<file path="config.mk">
export PLATFORM = sky130hd
export DESIGN_NAME = bram_dump_reader
export DESIGN_NICKNAME = d
export VERILOG_FILES = /design/src/rtl/bram_dump_reader.sv
export SDC_FILE = /design/constraint.sdc
export NUM_CORES = 1
export LEC_CHECK = 0
export ABC_AREA = 0
export CAP_MARGIN = 20
export CORE_MARGIN = 2
export CORE_UTILIZATION = 30
export CTS_CLUSTER_DIAMETER = 200
export DETAILED_ROUTE_END_ITERATION = 8
export GPL_TIMING_DRIVEN = 0
export SKIP_LAST_GASP = 1
export SYNTH_ARGS = -nofsm -noshare
export SYNTH_HDL_FRONTEND = slang
export SYNTH_SLANG_ARGS = --single-unit
</file>
<file path="constraint.sdc">
create_clock -name clk -period 4.7 [get_ports clk]
set_input_delay 0.47 -clock clk [delete_from_list [all_inputs] [get_ports clk]]
set_output_delay 0.47 -clock clk [all_outputs]
set_load 0.02 [all_outputs]
</file>
<file path="src/rtl/bram_dump_reader.sv">
// Sweeps a word-aligned region of a bram32 read port and streams each word with its byte address.
// Optional DUMP_CHECKSUM_EN adds a running mod-2^DATA_W sum of the accepted words.
module bram_dump_reader #(
    parameter int ADDR_W = 10,
    parameter int DATA_W = 32,
    parameter int CNT_W  = 10
) (
    input  logic              clk,
    input  logic              rst,
    input  logic              start,
    input  logic [ADDR_W-1:0] base_addr,
    input  logic [CNT_W-1:0]  word_count,
    output logic              busy,
    output logic              done,
    output logic [ADDR_W-1:0] mem_addr,
    output logic              mem_rd_enb,
    input  logic [DATA_W-1:0] mem_dat,
    output logic              out_valid,
    input  logic              out_ready,
    output logic [DATA_W-1:0] out_dat,
    output logic [ADDR_W-1:0] out_addr
`ifdef DUMP_CHECKSUM_EN
    ,
    output logic [DATA_W-1:0] checksum
`endif
);

    typedef enum logic [2:0] {
        S_IDLE,
        S_ISSUE,
        S_CAPTURE,
        S_SEND,
        S_DONE
    } state_t;

    typedef struct packed {
        logic [ADDR_W-1:0] addr;
        logic [DATA_W-1:0] dat;
    } beat_t;

    state_t            state, state_nxt;
    logic [ADDR_W-1:0] cur_addr;
    logic [CNT_W-1:0]  remaining;
    beat_t             beat;
    logic              beat_vld;
    logic              accept;
    logic              hs;

    assign accept = (state == S_IDLE) && start;
    assign hs     = (state == S_SEND) && beat_vld && out_ready;

    always_ff @(posedge clk) begin
        if (!rst) state <= S_IDLE;
        else      state <= state_nxt;
    end

    always_comb begin
        state_nxt  = state;
        busy       = 1'b1;
        done       = 1'b0;
        mem_rd_enb = 1'b0;
        mem_addr   = '0;
        case (state)
            S_IDLE: begin
                busy = 1'b0;
                if (start) state_nxt = (word_count != '0) ? S_ISSUE : S_DONE;
            end
            S_ISSUE: begin
                mem_rd_enb = 1'b1;
                mem_addr   = cur_addr;
                state_nxt  = S_CAPTURE;
            end
            S_CAPTURE: state_nxt = S_SEND;
            S_SEND: begin
                if (hs) state_nxt = (remaining == CNT_W'(1)) ? S_DONE : S_ISSUE;
            end
            S_DONE: begin
                done      = 1'b1;
                state_nxt = S_IDLE;
            end
            default: state_nxt = S_IDLE;
        endcase
    end

    // Word is held in beat until the consumer takes it; no new read is issued meanwhile.
    always_ff @(posedge clk) begin
        if (!rst) begin
            cur_addr  <= '0;
            remaining <= '0;
            beat      <= '0;
            beat_vld  <= 1'b0;
        end else begin
            if (accept) begin
                cur_addr  <= {base_addr[ADDR_W-1:2], 2'b00};
                remaining <= word_count;
            end
            if (state == S_CAPTURE) begin
                beat.dat  <= mem_dat;
                beat.addr <= cur_addr;
                beat_vld  <= 1'b1;
            end
            if (hs) begin
                remaining <= remaining - CNT_W'(1);
                cur_addr  <= cur_addr + ADDR_W'(4);
                beat_vld  <= 1'b0;
            end
        end
    end

    assign out_valid = beat_vld;
    assign out_dat   = beat.dat;
    assign out_addr  = beat.addr;

`ifdef DUMP_CHECKSUM_EN
    logic [DATA_W-1:0] sum_q;

    always_ff @(posedge clk) begin
        if (!rst)        sum_q <= '0;
        else if (accept) sum_q <= '0;
        else if (hs)     sum_q <= sum_q + beat.dat;
    end

    assign checksum = sum_q;
`endif

endmodule

</file>
After elaboration in Yosys (flattened, before gate mapping)
Cells that the tools add are included.

storage, ports and cells
  register bits = 66
  bits in latches = 0
  bits in writable memories = 0
  bits in read-only memories = 0
  input port bits = 56
  output and inout bits = 56
  word-level logic and storage cells = 37
  memories kept = 0

cells by class
  $add $sub $neg = 2
  $mul = 0
  div/mod/pow operators = 0
  $lt $le $gt $ge = 0
  equal/unequal tests = 7
  shift operators = 0
  mux-type cells = 13
  bitwise logic cells = 1
  reductions and logical operators = 8

operators by type and width
  kind                                                count
  two-way mux 10 bit                                  5
  two-way mux 3 bit                                   4
  case mux 3 bit (4 select lines)                     1
  adder 10 x 3 -> 10 bit, second input constant       1
  == test 10 x 1 -> 1 bit, second input constant      1
  nonzero test 10 bit                                 1
  subtractor 10 x 1 -> 10 bit, second input constant  1
  == test 3 x 2 -> 1 bit, second input constant       2
  != test 2 bit, second input constant                2
  == test 3 x 1 -> 1 bit, second input constant       1
  == test 3 bit, second input constant                1
  logical AND 1 bit                                   3
  zero test 3 bit                                     1
  two-way mux 1 bit                                   3
  AND reduction 2 bit                                 1
  nonzero test 2 bit                                  1
  OR reduction 2 bit                                  1
  NOT 1 bit                                           1

Longest topological paths before layout
  depth in word-level cells = 5
  mapped depth = 6
  depth with buffers taken out = 5

Least setup slack after synthesis
No wires, ideal clock.

  path type = register to output
  start point = reg state[0]
  end point = out mem_addr[2]
  arrival = 1.616 ns
  required time = 4.230 ns
  path slack = 2.614 ns
  cell stages (with the launch flop) = 4
  buffers on the path = 1
  cell sequence = dfxtp_1 -> buf_2 -> nor3b_1 -> and2_1

on the way
  longest elaborated chain between the ends = 2

RTL lines
  item                    RTL line  RTL
  from (decl)             41        state_t state, state_nxt;
  from (signal assigned)  54        else state <= state_nxt;
  == test 3 x 1 -> 1 bit  63        case (state)
  two-way mux 10 bit      63
  to (decl)               15        output logic [ADDR_W-1:0] mem_addr,

No other way between the ends.

Worst setup path after layout
  start point = reg state[0]
  end point = out mem_addr[6]

The elaborated chain is that of the path after synthesis.

==> results_dict.tcl <==
set metrics [dict create \
    status "finished clean" \
    dieWidth_um 99.1 \
    num_antenna_cells 0 \
    nets 515 \
    ys_top_cells_by_area "dfxtp_1, nand2_1, a21oi_1" \
    max-vdd-ir-drop_v 0.000126 \
    max_freq_mhz 344 \
    synth_xor_area_frac 0 \
    leakagePower_uw 0.00142 \
    finClkSkew_ps 9.44 \
    post_drt_wl_per_cell_um 14.3 \
    synth_top_family_by_area "simple AND/OR/NAND/NOR gates" \
    fp-row-count 34 \
    num_io_pins 112 \
    path_buf_inv 2 \
    h-tree-depth 3 \
    whs_ps 456 \
    final_cell_mix "clkdlybuf4s50_1, nand2_1, dfxtp_1" \
    grt_pass1_vias 2655 \
    clkLatencyLatePin_ps 340 \
    via_per_inst 4.94 \
    cts_sinks 62 \
    synth-compound-area-share 0.199 \
    synth_simple_gate_area_frac 0.276 \
    syn_area_per_cell_um2 8.05 \
    start_kind "flip-flop" \
    crit_fanout 10 \
    fp.dieH_um 99.1 \
    setup_tns_ps 0 \
    rsz0062_at_grt "false" \
    worst_slew_pin_slew_ps 878 \
    final_common_cell "clkdlybuf4s50_1" \
    syn_area_um2 2710 \
    cts.path.max_buffers 2 \
    crit_slowest_cell "nor3b_1" \
    fp.dieArea_um2 9810 \
    wirelength_um 8120 \
    crit_required_ps 4230 \
    netlist_instances 337 \
    synth_edf_count 0 \
    drt_iter0_markers 114 \
    endpoint_kind "primary output" \
    relSlewSlack 0.414 \
    vias 2813 \
    tritoncts "built" \
    synth.yosys.warnings 0 \
    synth_mux_area_frac 0 \
    fin_ws_ps 1790 \
    ctsResizeCount 0 \
    core_um2 8760 \
    dr.pass1.iters 4 \
    slowest_delay_ps 740 \
    synthAdderAreaFrac 0.0138 \
    async_flop_share 0 \
    synth_cell_type_count 48 \
    hold_viol 0 \
    final.min_clock_period_ps 2910 \
    crit_type "reg2out" \
    crit_arrival_ps 2440 \
    grt_max_degree 13 \
    hp-class "reg2reg" \
    ant_nets 0 \
    grt_pass1_wl_um 13300 \
    synth_top_area_frac 0.458 \
    postCtsHoldBufs 0 \
    synth-seq-area-share 0.458 \
    cts.clk_slew.worst_paths_ps 70 \
    finalCritPeriodShare 0.619 \
    gp_routability_congestion 0.785 \
    crit_chain "buf_2, nor3b_1, and2_1, clkdlybuf4s50_1" \
    hpwl_um 5970 \
    start_util 0.309 \
    maxCapViolCount 0 \
    ys.flop_type "dfxtp_1" \
    track_usage 0.169 \
    grt_overflow 0 \
    area_growth_pct 51.9 \
    synth_top_area_cell "dfxtp_1" \
    io_buffers 105 \
    antenna_found_initial 0 \
    ys_ff_latch 62 \
    drc 0 \
    post_cts.repair.setup_buffers 0 \
    drive_gt1_frac 0.0824 \
    cts_inserted_buffers 9 \
    slew_violations 0 \
    crit_family "simple AND/OR/NAND/NOR gates" \
    power-per-cell-area_nw_per_um2 325 \
    place_worst_setup_slack_ps 2130 \
    cts_root_buf "clkbuf_8" \
    setup_violations 0 \
]
## cell families after synthesis
family                   count (synthesis)
buffers and inverters                   28
AND/OR/NAND/NOR                        153
AO/OA/AOI/OAI                           90
flip-flops                              62
adder cells (fa/ha/maj)                  3
other                                    1
## report_power, final
group / internal, uW / switching, uW / total [uW]
combinational: 131 / 143 / 274
sequential: 558 / 25.6 / 583
clock: 262 / 220 / 482
## registers in the layout, summed over array words and instances (netlist names)
signal and flops:
state 3, remaining 10, out_dat 32, out_valid 1, cur_addr 8, out_addr 8
## stage by stage
step	util	std cells	cell area, um^2	total power [uW]
finish	0.470	569	4120	1340
global placement	0.446	553	3910	866
global route	0.470	569	4120	1410
floorplan	-	340	2720	739
detailed placement	0.446	553	3910	870
CTS	0.470	569	4120	1360
## synth_stat cells, drive strengths merged, types with 4 or more instances
master / n
nor2: 8
a32oi: 4
a21oi: 54
clkbuf: 13
inv: 5
nand2: 96
buf: 10
nor4: 7
and2: 9
o21ai: 5
a31oi: 7
dfxtp: 62
nand3: 10
## path summary, 6_finish.rpt
kind	startpoint	endpoint	slack [ps]	depth (start not counted)
setup / recovery	state[0]$_SDFFE_PN0P_	mem_addr[6]	1790	4
hold / removal	out_dat[23]$_SDFFE_PN0P_	out_dat[23]$_SDFFE_PN0P_	460	2
setup reg to reg	state[2]$_SDFFE_PN0P_	out_dat[20]$_SDFFE_PN0P_	2930	5
hold reg to reg	out_dat[23]$_SDFFE_PN0P_	out_dat[23]$_SDFFE_PN0P_	460	2
## metal layers
layer	share of wire	wire, um	GRT usage
met1	0.45	3620	0.223
met2	0.46	3700	0.263
met3	0.074	599	0.0319
met4	0.025	200	0.0864
met5	0	0	0
## worst min-delay path: cells and delay by family (launching register included)
kind / cells / cell delay [ps]
flip-flops: 1 / 310
AO/OA/AOI/OAI: 1 / 50
AND/OR/NAND/NOR: 1 / 50
## layout make-up
class                      instances  area [um^2]
clock inverter                     6         71.3
buffer                            23          121
sequential                        62         1240
multi-input combinational        250         1340
timing repair buffer             105         1050
fill                             892         4650
tap                              108          135
inverter                           5         18.8
clock buffer                      10          138
Note: power is estimated with default switching activity, not from simulation.
